--- src/rtl/float_mul_pkg.sv ---
// Shared types and constants for the float multiplier issue stage.
package float_mul_pkg;

  localparam int FP_W = 32;
  localparam logic [FP_W-1:0] FP_QNAN = 32'h7FC00000;

  typedef enum logic [1:0] {
    IDLE,
    ISSUE,
    GAP,
    HOLD
  } issue_state_e;

  typedef struct packed {
    logic [FP_W-1:0] a;
    logic [FP_W-1:0] b;
  } operand_pair_t;

endpackage

--- src/rtl/float_multi_issue_if.sv ---
// Operand stream, multiplier handshake and result stream of the issue stage.
interface float_multi_issue_if #(
  parameter int DEPTH = 4
) ();
  import float_mul_pkg::*;

  logic                       In_Valid;
  logic                       In_Ready;
  logic [FP_W-1:0]            In_A;
  logic [FP_W-1:0]            In_B;
  logic [FP_W-1:0]            Mul_A;
  logic [FP_W-1:0]            Mul_B;
  logic                       Mul_Start;
  logic [3:0]                 Mul_Done;
  logic [FP_W-1:0]            Mul_Result;
  logic                       Out_Valid;
  logic                       Out_Ready;
  logic [FP_W-1:0]            Out_Result;
  logic                       Out_Err;
  logic [$clog2(DEPTH+1)-1:0] Count;
  logic                       Busy;

  modport slave (
    input  In_Valid, In_A, In_B, Mul_Done, Mul_Result, Out_Ready,
    output In_Ready, Mul_A, Mul_B, Mul_Start, Out_Valid, Out_Result, Out_Err,
           Count, Busy
  );

  modport master (
    output In_Valid, In_A, In_B, Mul_Done, Mul_Result, Out_Ready,
    input  In_Ready, Mul_A, Mul_B, Mul_Start, Out_Valid, Out_Result, Out_Err,
           Count, Busy
  );

endinterface

--- src/rtl/float_operand_fifo.sv ---
// Synchronous FIFO of operand pairs; pushes when full and pops when empty are dropped.
module float_operand_fifo
  import float_mul_pkg::*;
#(
  parameter  int DEPTH = 4,
  localparam int CW    = $clog2(DEPTH + 1),
  localparam int AW    = $clog2(DEPTH)
) (
  input  logic          clk_i,
  input  logic          rst_i,
  input  logic          push_i,
  input  operand_pair_t data_i,
  input  logic          pop_i,
  output operand_pair_t data_o,
  output logic          full_o,
  output logic          empty_o,
  output logic [CW-1:0] count_o
);

  operand_pair_t mem_q [DEPTH];
  logic [AW-1:0] wr_ptr_q;
  logic [AW-1:0] rd_ptr_q;
  logic [CW-1:0] count_q;
  logic          do_push;
  logic          do_pop;

  assign full_o  = (count_q == CW'(DEPTH));
  assign empty_o = (count_q == '0);
  assign count_o = count_q;
  assign do_push = push_i && !full_o;
  assign do_pop  = pop_i && !empty_o;
  assign data_o  = mem_q[rd_ptr_q];

  // NOTE: non-blocking assignments so every register samples pre-edge values.
  always_ff @(posedge clk_i) begin
    if (rst_i) begin
      wr_ptr_q <= '0;
      rd_ptr_q <= '0;
      count_q  <= '0;
    end else begin
      if (do_push) wr_ptr_q <= wr_ptr_q + 1'b1;
      if (do_pop)  rd_ptr_q <= rd_ptr_q + 1'b1;
      case ({do_push, do_pop})
        2'b10:   count_q <= count_q + 1'b1;
        2'b01:   count_q <= count_q - 1'b1;
        default: count_q <= count_q;
      endcase
    end
  end

  // NOTE: storage has no reset; an entry is only read after it was written.
  always_ff @(posedge clk_i) begin
    if (do_push) mem_q[wr_ptr_q] <= data_i;
  end

endmodule

--- src/rtl/float_multi_issue.sv ---
// Issues buffered operand pairs to the multiplier one at a time, with a watchdog
// that turns a multiplication that never completes into a quiet-NaN error result.
module float_multi_issue
  import float_mul_pkg::*;
#(
  parameter int DEPTH   = 4,
  parameter int TIMEOUT = 64
) (
  input logic CLK,
  input logic RST,
  float_multi_issue_if.slave bus
);

  localparam int CW = $clog2(DEPTH + 1);
  localparam int WW = $clog2(TIMEOUT);

  issue_state_e    state_q, state_d;
  logic [WW-1:0]   wdog_q, wdog_d;
  logic [FP_W-1:0] mul_a_q, mul_a_d;
  logic [FP_W-1:0] mul_b_q, mul_b_d;
  logic            mul_start_q, mul_start_d;
  logic            out_valid_q, out_valid_d;
  logic [FP_W-1:0] out_result_q, out_result_d;
  logic            out_err_q, out_err_d;

  operand_pair_t   in_pair;
  operand_pair_t   head;
  logic            fifo_full;
  logic            fifo_empty;
  logic [CW-1:0]   fifo_count;
  logic            pop;
  logic            unused_done_hi;

  assign in_pair        = '{a: bus.In_A, b: bus.In_B};
  assign unused_done_hi = ^bus.Mul_Done[3:1];

  float_operand_fifo #(.DEPTH(DEPTH)) u_fifo (
    .clk_i   (CLK),
    .rst_i   (RST),
    .push_i  (bus.In_Valid),
    .data_i  (in_pair),
    .pop_i   (pop),
    .data_o  (head),
    .full_o  (fifo_full),
    .empty_o (fifo_empty),
    .count_o (fifo_count)
  );

  // NOTE: every output of this block gets a default first, so no latch is inferred.
  always_comb begin
    state_d      = state_q;
    wdog_d       = wdog_q;
    mul_a_d      = mul_a_q;
    mul_b_d      = mul_b_q;
    mul_start_d  = mul_start_q;
    out_valid_d  = out_valid_q;
    out_result_d = out_result_q;
    out_err_d    = out_err_q;
    pop          = 1'b0;

    if (out_valid_q && bus.Out_Ready) out_valid_d = 1'b0;

    case (state_q)
      IDLE: begin
        if (!fifo_empty && !out_valid_q) begin
          pop         = 1'b1;
          mul_a_d     = head.a;
          mul_b_d     = head.b;
          mul_start_d = 1'b1;
          wdog_d      = '0;
          state_d     = ISSUE;
        end
      end
      ISSUE: begin
        // Done is checked first so it wins over a timeout in the same cycle.
        if (bus.Mul_Done[0]) begin
          out_result_d = bus.Mul_Result;
          out_err_d    = 1'b0;
          out_valid_d  = 1'b1;
          mul_start_d  = 1'b0;
          state_d      = GAP;
        end else if (wdog_q == WW'(TIMEOUT - 1)) begin
          out_result_d = FP_QNAN;
          out_err_d    = 1'b1;
          out_valid_d  = 1'b1;
          mul_start_d  = 1'b0;
          state_d      = GAP;
        end else begin
          wdog_d = wdog_q + 1'b1;
        end
      end
      GAP:     state_d = HOLD;
      HOLD:    if (!out_valid_q) state_d = IDLE;
      default: state_d = IDLE;
    endcase
  end

  always_ff @(posedge CLK) begin
    if (RST) begin
      state_q      <= IDLE;
      wdog_q       <= '0;
      mul_a_q      <= '0;
      mul_b_q      <= '0;
      mul_start_q  <= 1'b0;
      out_valid_q  <= 1'b0;
      out_result_q <= '0;
      out_err_q    <= 1'b0;
    end else begin
      state_q      <= state_d;
      wdog_q       <= wdog_d;
      mul_a_q      <= mul_a_d;
      mul_b_q      <= mul_b_d;
      mul_start_q  <= mul_start_d;
      out_valid_q  <= out_valid_d;
      out_result_q <= out_result_d;
      out_err_q    <= out_err_d;
    end
  end

  assign bus.In_Ready   = !fifo_full;
  assign bus.Mul_A      = mul_a_q;
  assign bus.Mul_B      = mul_b_q;
  assign bus.Mul_Start  = mul_start_q;
  assign bus.Out_Valid  = out_valid_q;
  assign bus.Out_Result = out_result_q;
  assign bus.Out_Err    = out_err_q;
  assign bus.Count      = fifo_count;
  assign bus.Busy       = (state_q != IDLE);

endmodule

--- src/flat_wrapper.sv ---
// flat-port wrapper written by rule: the top's interface ports become plain ports
module float_multi_issue_flat import float_mul_pkg::*;
#(
  parameter int DEPTH   = 4,
  parameter int TIMEOUT = 64
)
  (CLK, RST, bus_In_Valid, bus_In_A, bus_In_B, bus_Mul_Done, bus_Mul_Result, bus_Out_Ready, bus_In_Ready, bus_Mul_A, bus_Mul_B, bus_Mul_Start, bus_Out_Valid, bus_Out_Result, bus_Out_Err, bus_Count, bus_Busy);
  float_multi_issue_if #(.DEPTH(DEPTH)) bus_i ();
  input logic CLK;
  input logic RST;
  input wire logic [$bits(bus_i.In_Valid)-1:0] bus_In_Valid;
  input wire logic [$bits(bus_i.In_A)-1:0] bus_In_A;
  input wire logic [$bits(bus_i.In_B)-1:0] bus_In_B;
  input wire logic [$bits(bus_i.Mul_Done)-1:0] bus_Mul_Done;
  input wire logic [$bits(bus_i.Mul_Result)-1:0] bus_Mul_Result;
  input wire logic [$bits(bus_i.Out_Ready)-1:0] bus_Out_Ready;
  output wire logic [$bits(bus_i.In_Ready)-1:0] bus_In_Ready;
  output wire logic [$bits(bus_i.Mul_A)-1:0] bus_Mul_A;
  output wire logic [$bits(bus_i.Mul_B)-1:0] bus_Mul_B;
  output wire logic [$bits(bus_i.Mul_Start)-1:0] bus_Mul_Start;
  output wire logic [$bits(bus_i.Out_Valid)-1:0] bus_Out_Valid;
  output wire logic [$bits(bus_i.Out_Result)-1:0] bus_Out_Result;
  output wire logic [$bits(bus_i.Out_Err)-1:0] bus_Out_Err;
  output wire logic [$bits(bus_i.Count)-1:0] bus_Count;
  output wire logic [$bits(bus_i.Busy)-1:0] bus_Busy;
  assign bus_i.In_Valid = bus_In_Valid;
  assign bus_i.In_A = bus_In_A;
  assign bus_i.In_B = bus_In_B;
  assign bus_i.Mul_Done = bus_Mul_Done;
  assign bus_i.Mul_Result = bus_Mul_Result;
  assign bus_i.Out_Ready = bus_Out_Ready;
  assign bus_In_Ready = bus_i.In_Ready;
  assign bus_Mul_A = bus_i.Mul_A;
  assign bus_Mul_B = bus_i.Mul_B;
  assign bus_Mul_Start = bus_i.Mul_Start;
  assign bus_Out_Valid = bus_i.Out_Valid;
  assign bus_Out_Result = bus_i.Out_Result;
  assign bus_Out_Err = bus_i.Out_Err;
  assign bus_Count = bus_i.Count;
  assign bus_Busy = bus_i.Busy;
  float_multi_issue #(.DEPTH(DEPTH), .TIMEOUT(TIMEOUT)) u_core (.CLK(CLK), .RST(RST), .bus(bus_i));
endmodule
--- config.mk ---
export PLATFORM = sky130hd
export DESIGN_NAME = float_multi_issue_flat
export DESIGN_NICKNAME = d
export VERILOG_FILES = /design/src/rtl/float_mul_pkg.sv /design/src/rtl/float_multi_issue_if.sv /design/src/rtl/float_operand_fifo.sv /design/src/rtl/float_multi_issue.sv /design/src/flat_wrapper.sv
export SDC_FILE = /design/constraint.sdc
export NUM_CORES = 1
export LEC_CHECK = 0
export ABC_AREA = 1
export CAP_MARGIN = 25
export CORE_MARGIN = 4
export CORE_UTILIZATION = 58
export CTS_CLUSTER_DIAMETER = 200
export DETAILED_ROUTE_END_ITERATION = 6
export GPL_ROUTABILITY_DRIVEN = 0
export GPL_TIMING_DRIVEN = 0
export PLACE_DENSITY = 0.85
export SETUP_SLACK_MARGIN = 0.4
export SLEW_MARGIN = 20
export SYNTH_ARGS = -nofsm -noshare
export SYNTH_HDL_FRONTEND = slang
export SYNTH_SLANG_ARGS = --single-unit
--- constraint.sdc ---
create_clock -name CLK -period 6.05 [get_ports CLK]
set_input_delay 0.9075 -clock CLK [delete_from_list [all_inputs] [get_ports CLK]]
set_output_delay 0.9075 -clock CLK [all_outputs]
set_load 0.005 [all_outputs]
* Word-level counts from Yosys, hierarchy flattened
Memory sizes are Yosys's and may differ from the RTL's. A register that Yosys moved wholly into a read port is not among the register bits. Index checks and enable logic that the tools add are counted.
Word-level totals: flip-flop bits (word level) 50, RAM bits 256, input bits 104, output and inout port bits 104, logic and storage cells 71, memories 1
Memory list:
- u_core.u_fifo.mem_q | words 4, width 64, rd ports 1, clocked after Yosys merged registers in 1, write ports 1, line float_operand_fifo.sv:20 | operand_pair_t mem_q [DEPTH];
Operators by class: add/sub/neg operators 5, equal/unequal tests 12, muxes and demuxes 26, reductions and logical operators 18
Operator list (number):
- 32-bit two-way mux | 2
- 6-bit two-way mux | 3
- 1-bit two-way mux | 13
- 6-bit case mux with 2 select lines | 1
- 2-bit two-way mux | 4
- 2-bit case mux with 4 select lines | 1
- 2-bit nonzero test | 4
- 6-bit by 1-bit adder with 6-bit output, second input constant | 1
- 2-bit == test, second input constant | 3
- 6-bit == test, second input constant | 1
- 2-bit inequality test, second input constant | 3
- 3-bit case mux with 2 select lines | 1
- 3-bit AND reduction | 2
- 2-bit by 1-bit adder with 2-bit output, second input constant | 2
- 2-bit by 1-bit == test with 1-bit output, second input constant | 2
- 1-bit logical AND | 4
- 2-bit AND reduction | 2
- 4-bit AND reduction | 1
- 3-bit by 1-bit adder with 3-bit output, second input constant | 1
- 3-bit == test, second input constant | 1
- 1-bit zero test | 3
- 3-bit zero test | 1
- 3-bit by 2-bit inequality test with 1-bit output, second input constant | 1
- 3-bit by 1-bit subtractor with 3-bit output, second input constant | 1
- other kinds (3) | 3

* Longest topological paths before layout
Gate-level depths: netlist (run 1).
depth in word-level cells 8, depth in mapped cells 13, depth with buffers taken out 11

* Hierarchy
Synthesis (run 1) repeated with hierarchy kept, for this count alone.
Second synthesis, totals: cells, all modules 1221, area, all modules 14087.3 um^2
Modules (own cells, without submodules):
- float_operand_fifo | instances 1, cells each 689, area an instance 9979.6 um^2, sequential area each 7867.5 um^2
- float_multi_issue | instances 1, cells each 532, area an instance 4107.7 um^2, sequential area each 2142.1 um^2

* Least setup slack after synthesis (run 1)
No wires, ideal clock.
kind input-to-reg, start point in bus_In_Valid, end point mem u_core.u_fifo.mem_q[0][0] (netlist bit) (enable), library setup time 0.487 ns, arrival time 3.758 ns, data required time 5.563 ns, slack 1.806 ns, stages on the path 2, buffers on the path 0, path through nand2_1 -> nor2_1
On the way: longest elaborated chain between the ends 3
RTL lines:
- start, declared | line flat_wrapper.sv:11 | input wire logic [$bits(bus_i.In_Valid)-1:0] bus_In_Valid;
- 1-bit logical AND | line float_operand_fifo.sv:30 | assign do_push = push_i && !full_o;
- 1-bit two-way mux | line float_operand_fifo.sv:53 | if (do_push) mem_q[wr_ptr_q] <= data_i;
- 1-bit two-way mux (not written as such) | line float_operand_fifo.sv:53
- end, declared | line float_operand_fifo.sv:20
Every way passes these cells.

* Worst setup path in the final report (run 1)
start point reg u_core.state_q[0], end point out bus_Busy
On the way: longest elaborated chain between the ends 1
RTL lines:
- start, declared | line float_multi_issue.sv:17 | issue_state_e state_q, state_d;
- start signal, assigned | line float_multi_issue.sv:109 | state_q <= state_d;
- 2-bit nonzero test | line float_multi_issue.sv:128 | assign bus.Busy = (state_q != IDLE);
- end, declared | line flat_wrapper.sv:25 | output wire logic [$bits(bus_i.Busy)-1:0] bus_Busy;
Every way passes these cells.

==> results of run 1 <==
where the power goes:
group          switching, W  leakage, nW  internal, W
Combinational       0.00150         2.53      0.00110
Sequential         0.000189         3.28      0.00316
Clock              0.000912        0.609      0.00140
Total               0.00260         6.43      0.00567
registers in the layout (all words and copies together) (netlist names):
register                count
u_core.bus.Mul_A           32
u_core.bus.Mul_B           32
u_core.bus.Mul_Start        1
u_core.bus.Out_Err          1
u_core.bus.Out_Result      32
u_core.bus.Out_Valid        1
u_core.state_q              2
u_core.u_fifo.count_o       3
u_core.u_fifo.mem_q       256
u_core.u_fifo.rd_ptr_q      2
u_core.u_fifo.wr_ptr_q      2
u_core.wdog_q               6
worst reg2reg max path, stage by stage (launching register included):
cell     delay [ns]
dfxtp_1        0.34
inv_1          0.13
ha_1           0.22
nand3_2        0.19
inv_2          0.19
buf_6          0.18
buf_6          0.15
ha_1           0.14
inv_1          0.06
fa_1           0.37
a21oi_1        0.14
o21ai_0        0.12
o21ai_0        0.18
a21oi_1        0.06
routing by layer:
metal / wire length [µm] / GRT usage / vias to the layer above
met1: 13300 / 0.323 / 4886
met4: 856 / 0.0751 / 4
met3: 2860 / 0.0458 / 82
met2: 17000 / 0.433 / 500
met5: 34 / 0 / -
li1: - / - / 4723
placed cells by master (no fill, tap or decap), types with 2 or more instances in the layout:
master and instances:
ha_1 11, nand3_1 10, clkinv_2 5, dfxtp_1 114, o21ai_2 9, buf_8 2
clkinv_1 4, inv_6 2, o22ai_1 64, bufinv_16 5, clkbuf_1 36, nor2_4 4
buf_16 7, buf_6 14, nand2_2 4, buf_2 27, o21ai_1 43, clkbuf_8 5
o21ai_0 159, clkbuf_16 37, edfxtp_1 256, nand2_1 80, a21oi_1 36, buf_12 4
buf_4 2, nor2_1 291, inv_1 31, clkdlybuf4s50_1 204, inv_2 6, nor3_1 2
path summary, 6_finish.rpt:
kind	endpoint	slack, ns	from	depth (start not counted)
max reg2reg	u_core.u_fifo.count_o[2]$_SDFFE_PP0P_	3.47	u_core.state_q[1]$_SDFFE_PP0P_	13
min reg2reg	u_core.bus.Out_Result[2]$_SDFFE_PP0P_	0.46	u_core.bus.Out_Result[2]$_SDFFE_PP0P_	2
min	u_core.bus.Out_Result[2]$_SDFFE_PP0P_	0.46	u_core.bus.Out_Result[2]$_SDFFE_PP0P_	2
max	bus_Busy	3.32	u_core.state_q[0]$_SDFFE_PP0P_	4
layout make-up:
class / count / area (µm²)
buffer: 74 / 447
clock buffer: 50 / 1020
clock inverter: 16 / 213
fill: 1485 / 5640
inverter: 39 / 149
multi-input combinational: 718 / 3380
sequential: 370 / 9970
tap: 319 / 399
timing repair buffer: 215 / 2310
metrics by stage:
| stage | TNS, ns | utilization | area (µm²) |
|---|---|---|---|
| finish | 0 | 0.760 | 17900 |
| global route | 0 | 0.760 | 17900 |
| CTS | 0 | 0.760 | 17900 |
| detailed placement | 0 | 0.708 | 16700 |
| global placement | -183.35 | 0.695 | 16400 |
| floorplan | 0 | - | 13900 |
cell families (layout without fill, tap and decap cells):
| group | count (synthesis) | in the layout |
|---|---|---|
| adder cells (fa/ha/maj) | 12 | 12 |
| flip-flops | 370 | 370 |
| AND/OR/NAND/NOR | 394 | 394 |
| AO/OA/AOI/OAI | 312 | 312 |
| buffers and inverters | 113 | 394 |
==> reports/results.ini, run 1 <==
[sta]
finalClockSkew_ns = 0.0101
max_freq_mhz = 366
grt_setup_unrepaired = false
setup_viol = 0
period_share = 0.452
hold_viol_final = 0
slew_viol_final = 0
slew_headroom = 0.518
tightest_slew_ns = 0.721
period_minus_slack_ns = 2.73
hold_ws_ns = 0.462
postLayoutSetupSlackWorst_ns = 3.32

[clock_network]
cts_setup_buffers = 0
cts-resized-gates = 0
cts.htree.levels = 2
cts.sinks = 370
worst_skew_pair.late_latency_ns = 0.51
root_buffer = clkbuf_16
cts_max_path_buffers = 3
clkTransAtPathRegs_ns = 0.06
cts_buffers = 36
tritoncts = yes
hold_buffers = 0

[logic_synthesis]
synth_compound_area_frac = 0.121
yosys_register_bits = 370
ys_top_cells_by_count = nor2_1 (295), edfxtp_1 (256), o21ai_0 (159)
synth_top_area_cell = edfxtp_1
postSynthAreaPerCell_um2 = 11.6
yosys.area_share.simple = 0.109
synth.distinct_cells = 28
synth_xor_area_frac = 0
async_flop_share = 0
synth_nets = 1317
postSynthCellCount = 1201
yosys_warnings = 0
synth_top_family_by_area = compound AO/OA/AOI/OAI gates
syn_area_um2 = 13900
synth_top_area_frac = 0.552
ys.flop_type = edfxtp_1
ys_top_cells_by_area = edfxtp_1 (55%), dfxtp_1 (16%), nor2_1 (8.0%), o21ai_0 (5.7%), o22ai_1 (2.9%)
synth-edff-count = 256
synth_fa_ha_area_frac = 0.0113
synthMuxAreaShare = 0
yosysMostFrequentCell = nor2_1
yosysSeqAreaShare = 0.716

[power_and_ir_drop]
p_total_w = 0.00826
p_per_area_nw_per_um2 = 462
power_leakage_nw = 6.43
ir_drop_uv = 364

[die]
die_w_um = 163
die_area_um2 = 26500
core_area_um2 = 23500
die_h_um = 163
initial_core_util = 0.591
row_count = 56
boundaryPins = 208

[routing]
drtPass1Iterations = 7
drc_errors = 0
drt_iter0_drc = 1094
viasPerCell = 5.66
antenna_left = 0
route.vias.total = 10200
post_drt_wl_per_cell_um = 18.9
routed_wl_mm = 34.1

[setup_path]
cp_slowest_cell = clkdlybuf4s50_1
cp-start-kind = flop
crit_buf_inv = 3
cp_cell_sequence = inv_1, ha_1, inv_1, clkdlybuf4s50_1
critPathArrivalTime_ns = 1.83
slowest_delay_ns = 0.52
critPathRequiredTime_ns = 5.14
crit_family = buffers and inverters
setup.worst_path.class = reg2out
path_common_cell = inv_1
crit_fanout = 4
critPathCaptureType = primary output

[final_layout]
nets = 1570
syn2layout_area_growth_pct = 28.6
antenna_cells = 0
final_cells = 1801
drive_above_1_share = 0.0938

[global_route]
grt_max_degree = 25
grt_usage = 0.250
grt_pass1_wl_mm = 52.2
grt_pass1_vias = 9945
antenna_found_initial = 2
grt-ovfl-total = 0

[placement]
place_ws_ns = 3.01
io_buffer_count = 204
dp.cells = 1735
place_hpwl_mm = 21.9

[job]
drv_cap = 0

[hold_path]
hp-class = reg2reg

[outcome]
status = completed

No activity file was read; power rests on OpenSTA's default activity.
==> inputs of run 2 (changes only) <==
- CORE_UTILIZATION: 58 -> 54
- PLACE_DENSITY: 0.85 -> 0.8
- clock period: 6.05 -> 2.6 ns (I/O delays scaled with it)
==> run 2 against run 1 <==
Clock skew rose by 0.0074 ns. Cell count rose by 1.2%. Final area rose by 0.41%. Critical endpoint is now u_core.u_fifo.count_o[2]$_SDFFE_PP0P_. Highest routed layer unchanged.
==> reports/results.ini, run 2 (synthesis results as in run 1) <==
[outcome]
status = completed

[sta]
hold_viol_final = 0
tightest_slew_ns = 0.842
slew_viol_final = 0
max_freq_mhz = 463
period_share = 0.830
grt_setup_unrepaired = false
setup_viol = 0
period_minus_slack_ns = 2.16
finalClockSkew_ns = 0.0175
slew_headroom = 0.438

[clock_network]
cts.sinks = 370
clkTransAtPathRegs_ns = 0.06
root_buffer = clkbuf_16
hold_buffers = 0
tritoncts = yes
cts.htree.levels = 2
cts_max_path_buffers = 3
worst_skew_pair.late_latency_ns = 0.51
cts_buffers = 37

[setup_path]
crit_end = u_core.u_fifo.count_o[2]$_SDFFE_PP0P_
setup.worst_path.class = reg2reg
startpoint = u_core.state_q[0]$_SDFFE_PP0P_
cp-start-kind = flop
critPathCaptureType = flop
critPathArrivalTime_ns = 2.55
critPathRequiredTime_ns = 2.99
rr_worst_depth = 13
r2r_end = u_core.u_fifo.count_o[2]$_SDFFE_PP0P_
rr_startpoint = u_core.state_q[0]$_SDFFE_PP0P_
crit_fanout = 10
rrSetupSlack_ns = 0.44

[hold_path]
worst_hold_startpoint = bus_Mul_Result[3]
hp-class = in2reg

[routing]
routed_wl_mm = 34.4
drtPass1Iterations = 5
drt_iter0_drc = 1025
antenna_left = 0
viasPerCell = 5.52
drc_errors = 0
post_drt_wl_per_cell_um = 18.9
route.vias.total = 10100

[final_layout]
antenna_cells = 0
final_common_cell = nor2_1
mostFrequentLayoutCells = nor2_1 (291), edfxtp_1 (256), clkdlybuf4s50_1 (203)
top_register = u_core.u_fifo.mem_q
nFillCells = 1745
syn2layout_area_growth_pct = 29.1
nets = 1583
drive_above_1_share = 0.110
final_cell_area_um2 = 18000
post-route-util = 0.712
largest_register_ffs = 256

[placement]
dpl-instance-area_um2 = 16700
io_buffer_count = 204
place_hpwl_mm = 22.0

[power_and_ir_drop]
power_leakage_nw = 6.46
ir_drop_uv = 688
p_per_area_nw_per_um2 = 1070

[die]
boundaryPins = 208
die_area_um2 = 28400
core_area_um2 = 25300
row_count = 58
initial_core_util = 0.551
die_h_um = 169
die_w_um = 169

[job]
drv_cap = 0

[global_route]
grt_max_degree = 23
antenna_found_initial = 3
grt-ovfl-total = 0
grt_usage = 0.234
grt_pass1_vias = 9780
grt_pass1_wl_mm = 52.1

==> run 2: worst max-delay path, stage by stage (launching register included) <==
cell and delay [ns]:
dfxtp_2 0.34, inv_4 0.08, ha_4 0.14, nand3_4 0.10, inv_4 0.10, buf_8 0.12, buf_8 0.12, ha_2 0.17
inv_2 0.06, fa_2 0.38, a21oi_2 0.16, o21ai_2 0.08, o21ai_1 0.11, a21oi_1 0.06
==> run 2: metrics by stage <==
step	worst slack (ns)	power (W)	std cells	hold WS, ns	setup TNS, ns
CTS	0.325	0.0191	1819	0.431	0
finish	0.442	0.0192	1823	0.446	0
global route	0.369	0.0202	1823	0.460	0
global placement	-1.97	0.0136	1735	0.445	-483.46
detailed placement	-0.0273	0.0139	1746	0.453	-0.445
floorplan	-0.231	0.0111	1201	0.455	-59.25
==> run 2: power by group <==
part | leakage (nW) | total (W) | internal (W) | switching (W)
Clock | 0.568 | 0.00504 | 0.00293 | 0.00212
Sequential | 3.28 | 0.00779 | 0.00736 | 0.000429
Combinational | 2.60 | 0.00632 | 0.00273 | 0.00359
Total | 6.46 | 0.0192 | 0.0130 | 0.00613
==> run 2: what timing repair did <==
item,CTS,global route
buffers inserted,8,4
setup endpoints to repair,117,46
gates resized for setup,9,13
pin swaps,5,2
endpoints found under the hold margin,0,0
==> run 2: worst min path at each step <==
stage / to / slack (ns) / cells past startpoint
after floorplan: u_core.bus.Out_Result[0]$_SDFFE_PP0P_ / 0.46 / 2
after global placement: u_core.bus.Mul_Start$_SDFFE_PP0P_ / 0.44 / 2
after detailed placement: u_core.bus.Out_Result[1]$_SDFFE_PP0P_ / 0.45 / 2
after CTS: u_core.bus.Out_Result[3]$_SDFFE_PP0P_ / 0.43 / 3
after global routing: u_core.bus.Out_Result[13]$_SDFFE_PP0P_ / 0.46 / 3
final: u_core.bus.Out_Result[3]$_SDFFE_PP0P_ / 0.45 / 3
==> run 2: cell type report <==
| cell class | instances | area, µm² | area share |
|---|---|---|---|
| flip-flops and latches | 370 | 9970 | 0.555 |
| multi-input cells | 718 | 3420 | 0.190 |
| repair buffers | 227 | 2410 | 0.134 |
| clock buffers | 47 | 1000 | 0.0558 |
| plain buffers | 74 | 454 | 0.0253 |
| well taps | 330 | 413 | 0.0230 |
| inverters | 39 | 156 | 0.00870 |
| clock inverters | 18 | 143 | 0.00794 |
==> run 2: layer usage <==
layer / up-vias / wire length [µm] / track usage
li1: 4739 / - / -
met1: 4774 / 13700 / 0.307
met2: 471 / 16800 / 0.400
met3: 69 / 3010 / 0.0430
met4: 6 / 848 / 0.0713
met5: - / 35 / 0
==> inputs of run 3 (changes only) <==
- clock period: 2.6 -> 2.2 ns (I/O delays scaled with it)
==> run 3 against run 2 <==
Sequential power up 18%. Non-clock buffer count up 4. Critical path depth unchanged. Combinational power up 19%. Clock-buffer cell count grew 7. Flip-flop and latch count unchanged. Hold slack lost 0.071 ns. First-iteration DRC count increased by 0.29%. Routed wire length fell by 1.7%. Final area increased by 1.2%. Sequential share of layout area shrank 0.61 points. Die area did not move. Highest routed layer unchanged.
==> reports/results.ini, run 3 (synthesis results as in run 1) <==
[outcome]
status = completed

[sta]
slew_viol_final = 0
finalClockSkew_ns = 0.0127
tightest_slew_ns = 0.733
max_freq_mhz = 507
period_share = 0.897
setup_viol = 0
period_minus_slack_ns = 1.97
grt_setup_unrepaired = true
hold_viol_final = 0
slew_headroom = 0.510
setup-tns-final_ns = 0
postLayoutSetupSlackWorst_ns = 0.226

[clock_network]
cts_max_path_buffers = 3
cts.sinks = 370
worst_skew_pair.late_latency_ns = 0.52
hold_buffers = 0
clkTransAtPathRegs_ns = 0.06
tritoncts = yes
cts.htree.levels = 2
root_buffer = clkbuf_16
cts_buffers = 38

[routing]
route.vias.total = 10000
routed_wl_mm = 33.8
drtPass1Iterations = 5
antenna_left = 0
drt_iter0_drc = 1028
drc_errors = 0
post_drt_wl_per_cell_um = 18.5
viasPerCell = 5.48

[global_route]
antenna_found_initial = 2
grt_pass1_vias = 9904
grt_usage = 0.228
grt-ovfl-total = 0
grt_max_degree = 25
grt_pass1_wl_mm = 51.4

[placement]
place_hpwl_mm = 21.3
dp.cells = 1746
dpl-instance-area_um2 = 16700
place_ws_ns = -0.0271
io_buffer_count = 204

[setup_path]
rrSetupSlack_ns = 0.23
setup.worst_path.class = reg2reg
critPathRequiredTime_ns = 2.60
rr_worst_depth = 13
startpoint = u_core.state_q[1]$_SDFFE_PP0P_
crit_fanout = 3
cp-start-kind = flop
critPathCaptureType = flop
rr_startpoint = u_core.state_q[1]$_SDFFE_PP0P_
critPathArrivalTime_ns = 2.37

[final_layout]
final_common_cell = nor2_1
antenna_cells = 0
top_register = u_core.u_fifo.mem_q
mostFrequentLayoutCells = nor2_1 (290), edfxtp_1 (256), clkdlybuf4s50_1 (202)
drive_above_1_share = 0.121
regArea_um2 = 9980
multiInputGateArea_um2 = 3450
largest_register_ffs = 256
nFillCells = 1726
nets = 1588
final_cells = 1830
syn2layout_area_growth_pct = 30.7
final_cell_area_um2 = 18200

[job]
drv_cap = 0

[hold_path]
hp-class = in2reg
worst_hold_startpoint = bus_Mul_Result[4]
min_path_cells = 3

[die]
core_area_um2 = 25300
die_w_um = 169
die_h_um = 169
initial_core_util = 0.551
boundaryPins = 208
die_area_um2 = 28400
row_count = 58

[power_and_ir_drop]
p_per_area_nw_per_um2 = 1280
p_total_w = 0.0232
ir_drop_uv = 748
power_leakage_nw = 6.57

==> run 3: changes by cell type in the layout (fill, tap and decap cells not counted), sizes merged <==
cell           change
bufinv             +2
clkinv             -6
inv                +2
clkdlybuf4s50      -1
clkinvlp           -2
dlygate4sd2        +1
clkbuf            +11
==> run 3: path summary, 6_finish.rpt <==
check,to
hold / removal,u_core.bus.Out_Result[4]$_SDFFE_PP0P_
setup reg to reg,u_core.u_fifo.count_o[2]$_SDFFE_PP0P_
setup / recovery,u_core.u_fifo.count_o[2]$_SDFFE_PP0P_
hold reg to reg,u_core.bus.Out_Result[3]$_SDFFE_PP0P_
==> run 3: layout make-up <==
cell class,count,share of cell area
multi-input cells,718,0.190
clock inverters,14,0.00963
flip-flops and latches,370,0.549
clock buffers,54,0.0607
inverters,39,0.00846
repair buffers,231,0.134
well taps,330,0.0227
plain buffers,74,0.0258
==> run 3: timing repair <==
| item | CTS | global route |
|---|---|---|
| buffers inserted | 11 | 4 |
| pin swaps | 7 | 5 |
| gates resized for setup | 12 | 20 |
| cloned | 0 | 1 |
| setup endpoints to repair | 84 | 101 |
==> run 3: where the power goes <==
part           internal [W]  switching (W)  leakage [nW]
Combinational       0.00328        0.00422          2.65
Clock               0.00397        0.00254         0.632
Sequential          0.00871       0.000511          3.29
Total                0.0160        0.00728          6.57
==> run 3: worst max-delay path: stages (launching register included) <==
cell	delay, ns
dfxtp_2	0.33
inv_2	0.07
ha_4	0.15
nand3_4	0.10
inv_4	0.08
buf_8	0.10
buf_8	0.09
ha_4	0.13
inv_4	0.03
fa_2	0.35
a21oi_2	0.15
o21ai_2	0.08
o21ai_1	0.13
a21oi_1	0.06
==> run 3: metrics by stage <==
| stage | utilization | hold WS (ns) |
|---|---|---|
| after floorplan | - | 0.429 |
| after global placement | 0.651 | 0.445 |
| after detailed placement | 0.662 | 0.452 |
| after CTS | 0.717 | 0.362 |
| after global routing | 0.720 | 0.375 |
| final | 0.720 | 0.375 |
==> run 3: layer usage <==
layer | GRT usage | part of all wire | vias up
met5 | 0 | 0.0012 | -
met4 | 0.0833 | 0.028 | 4
met3 | 0.0420 | 0.073 | 78
met2 | 0.384 | 0.48 | 404
met1 | 0.300 | 0.41 | 4788
li1 | - | - | 4749
==> RTL edit: new RTL, config.mk and constraints of run 3 <==
Re-encode `issue_state_e` (4 states) as one-hot, 4 bits wide.
--- a/src/rtl/float_mul_pkg.sv
+++ b/src/rtl/float_mul_pkg.sv
@@ -5,9 +5,9 @@
   localparam logic [FP_W-1:0] FP_QNAN = 32'h7FC00000;
 
-  typedef enum logic [1:0] {
-    IDLE,
-    ISSUE,
-    GAP,
-    HOLD
+  typedef enum logic [3:0] {
+    IDLE  = 4'b0001,
+    ISSUE = 4'b0010,
+    GAP   = 4'b0100,
+    HOLD  = 4'b1000
   } issue_state_e;
 
Function: same outputs for any inputs over 4 cycles, from zero or initial values and one cycle with RST high; so few cycles prove little.
==> RTL edit against run 3 <==
Total power grew 3.7%. Critical path depth is the same. Wire length grew 6.4%. Critical endpoint is now u_core.u_fifo.count_o[1]$_SDFFE_PP0P_. Largest cell class unchanged. Via count grew 3.2%. Cell area grew 1.2%. Sequential cell count grew 2. Utilization grew 0.43 points. Sequential power grew 2%. Setup slack lost 0.050 ns. Largest power group unchanged. Area after synthesis grew 1.1%.
==> RTL edit: results (changes against run 3) <==
Outcome
  – Status: finished clean

Worst setup path
  – Max incr delay on CP: 0.53 ns (+0.18 ns)
  – Arrival time worst endpoint: 2.40 ns (+0.03 ns)

Drt
  – Met1 WL: 14400 µm (+3.0%)
  – Final wirelength: 36000 µm (+6.4%)
  – WL met3: 2880 µm (+16%)
  – Vias after detailed routing: 10300 (+3.2%)
  – WL met2: 17900 µm (+9.4%)
  – Initial DRC count: 837 (-19%)

Global routing
  – Vias in the first global route: 10500 (+6.5%)
  – Met3 Track Usage GR: 5.36% (+1.2 points)
  – GRT met1 Usage: 31.2% (+1.2 points)
  – Antenna violations before repair: 3 (+1)
  – All-Layer GR Usage: 24.4% (+1.6 points)
  – Pin count of the biggest net entering global routing: 23 (-8.0%)

Layout
  – Area of the multi-input gates: 3530 µm² (+2.2%)
  – Inverters: 49 (+26%)
  – # clk buffers: 46 (-15%)
  – Clock buf/inv share: 6.74% (-0.29 points)
  – FILL cells: 1707 (-1.1%)
  – Share of layout cells above drive strength 1: 13.4% (+1.4 points)
  – Register Area: 10000 µm² (+0.40%)
  – Signal buffers: 316 (+3.6%)
  – Final std cells w/o fill: 1849 (+1.0%)
  – Nets: 1602 (+0.88%)
  – Multi-input gate count: 716 (-0.28%)
  – Seq/total area: 54.5% (-0.42 points)

Placed design
  – Placed Area: 16900 µm² (+1.2%)
  – Pre-CTS setup slack: -0.166 ns (-0.139 ns)
  – Detail Placement HPWL: 23200 µm (+8.5%)

CTS
  – Cts repair resizes: 17 (+5)
  – Post-CTS Setup Bufs: 12 (+1)
  – Cts bufs inserted: 36 (-5.3%)

Yosys
  – Sequential area share after synthesis: 71.1% (-0.52 points)
  – Syn_nets: 1323 (+0.46%)
  – Mux cell area share after synthesis: 0% (unchanged)
  – Largest cells by area after synthesis: edfxtp_1, dfxtp_1, nor2_1, o21ai_0, o22ai_1
  – Adder-Cell Fraction of Synth Area: 0.675% (-0.46 points)
  – Yosys cell types: 32 (+14%)
  – Flop and latch count out of synthesis: 372 (+0.54%)

Pwr
  – Max VDD drop: 1.12 mV (+50%)
  – Internal: 16.2 mW (+1.6%)
  – Lkg Pwr: 6.82 nW (+3.8%)

Timing
  – Worst Tran Pin Value: 0.575 ns (-0.159 ns)
  – Worst Skew: 0.0122 ns (-0.000525 ns)
==> RTL edit: path summary, 6_finish.rpt <==
| path | end | slack (ns) | startpoint |
|---|---|---|---|
| worst max-delay path | u_core.u_fifo.count_o[1]$_SDFFE_PP0P_ | 0.18 | u_core.state_q[1]$_SDFFE_PP0P_ |
| worst min-delay path | u_core.bus.Out_Result[3]$_SDFFE_PP0P_ | 0.37 | bus_Mul_Result[3] |
| worst max register to register | u_core.u_fifo.count_o[1]$_SDFFE_PP0P_ | 0.18 | u_core.state_q[1]$_SDFFE_PP0P_ |
| worst min register to register | u_core.bus.Out_Result[14]$_SDFFE_PP0P_ | 0.46 | u_core.bus.Out_Result[14]$_SDFFE_PP0P_ |
==> RTL edit: power groups by stage <==
stage	Clock, mW	Sequential [mW]	Combinational (mW)
floorplan	0	9.46	4.12
global placement	0	9.49	7.33
detailed placement	0	9.49	7.73
CTS	6.49	9.38	8.09
global route	6.85	9.49	8.96
finish	6.44	9.39	8.26
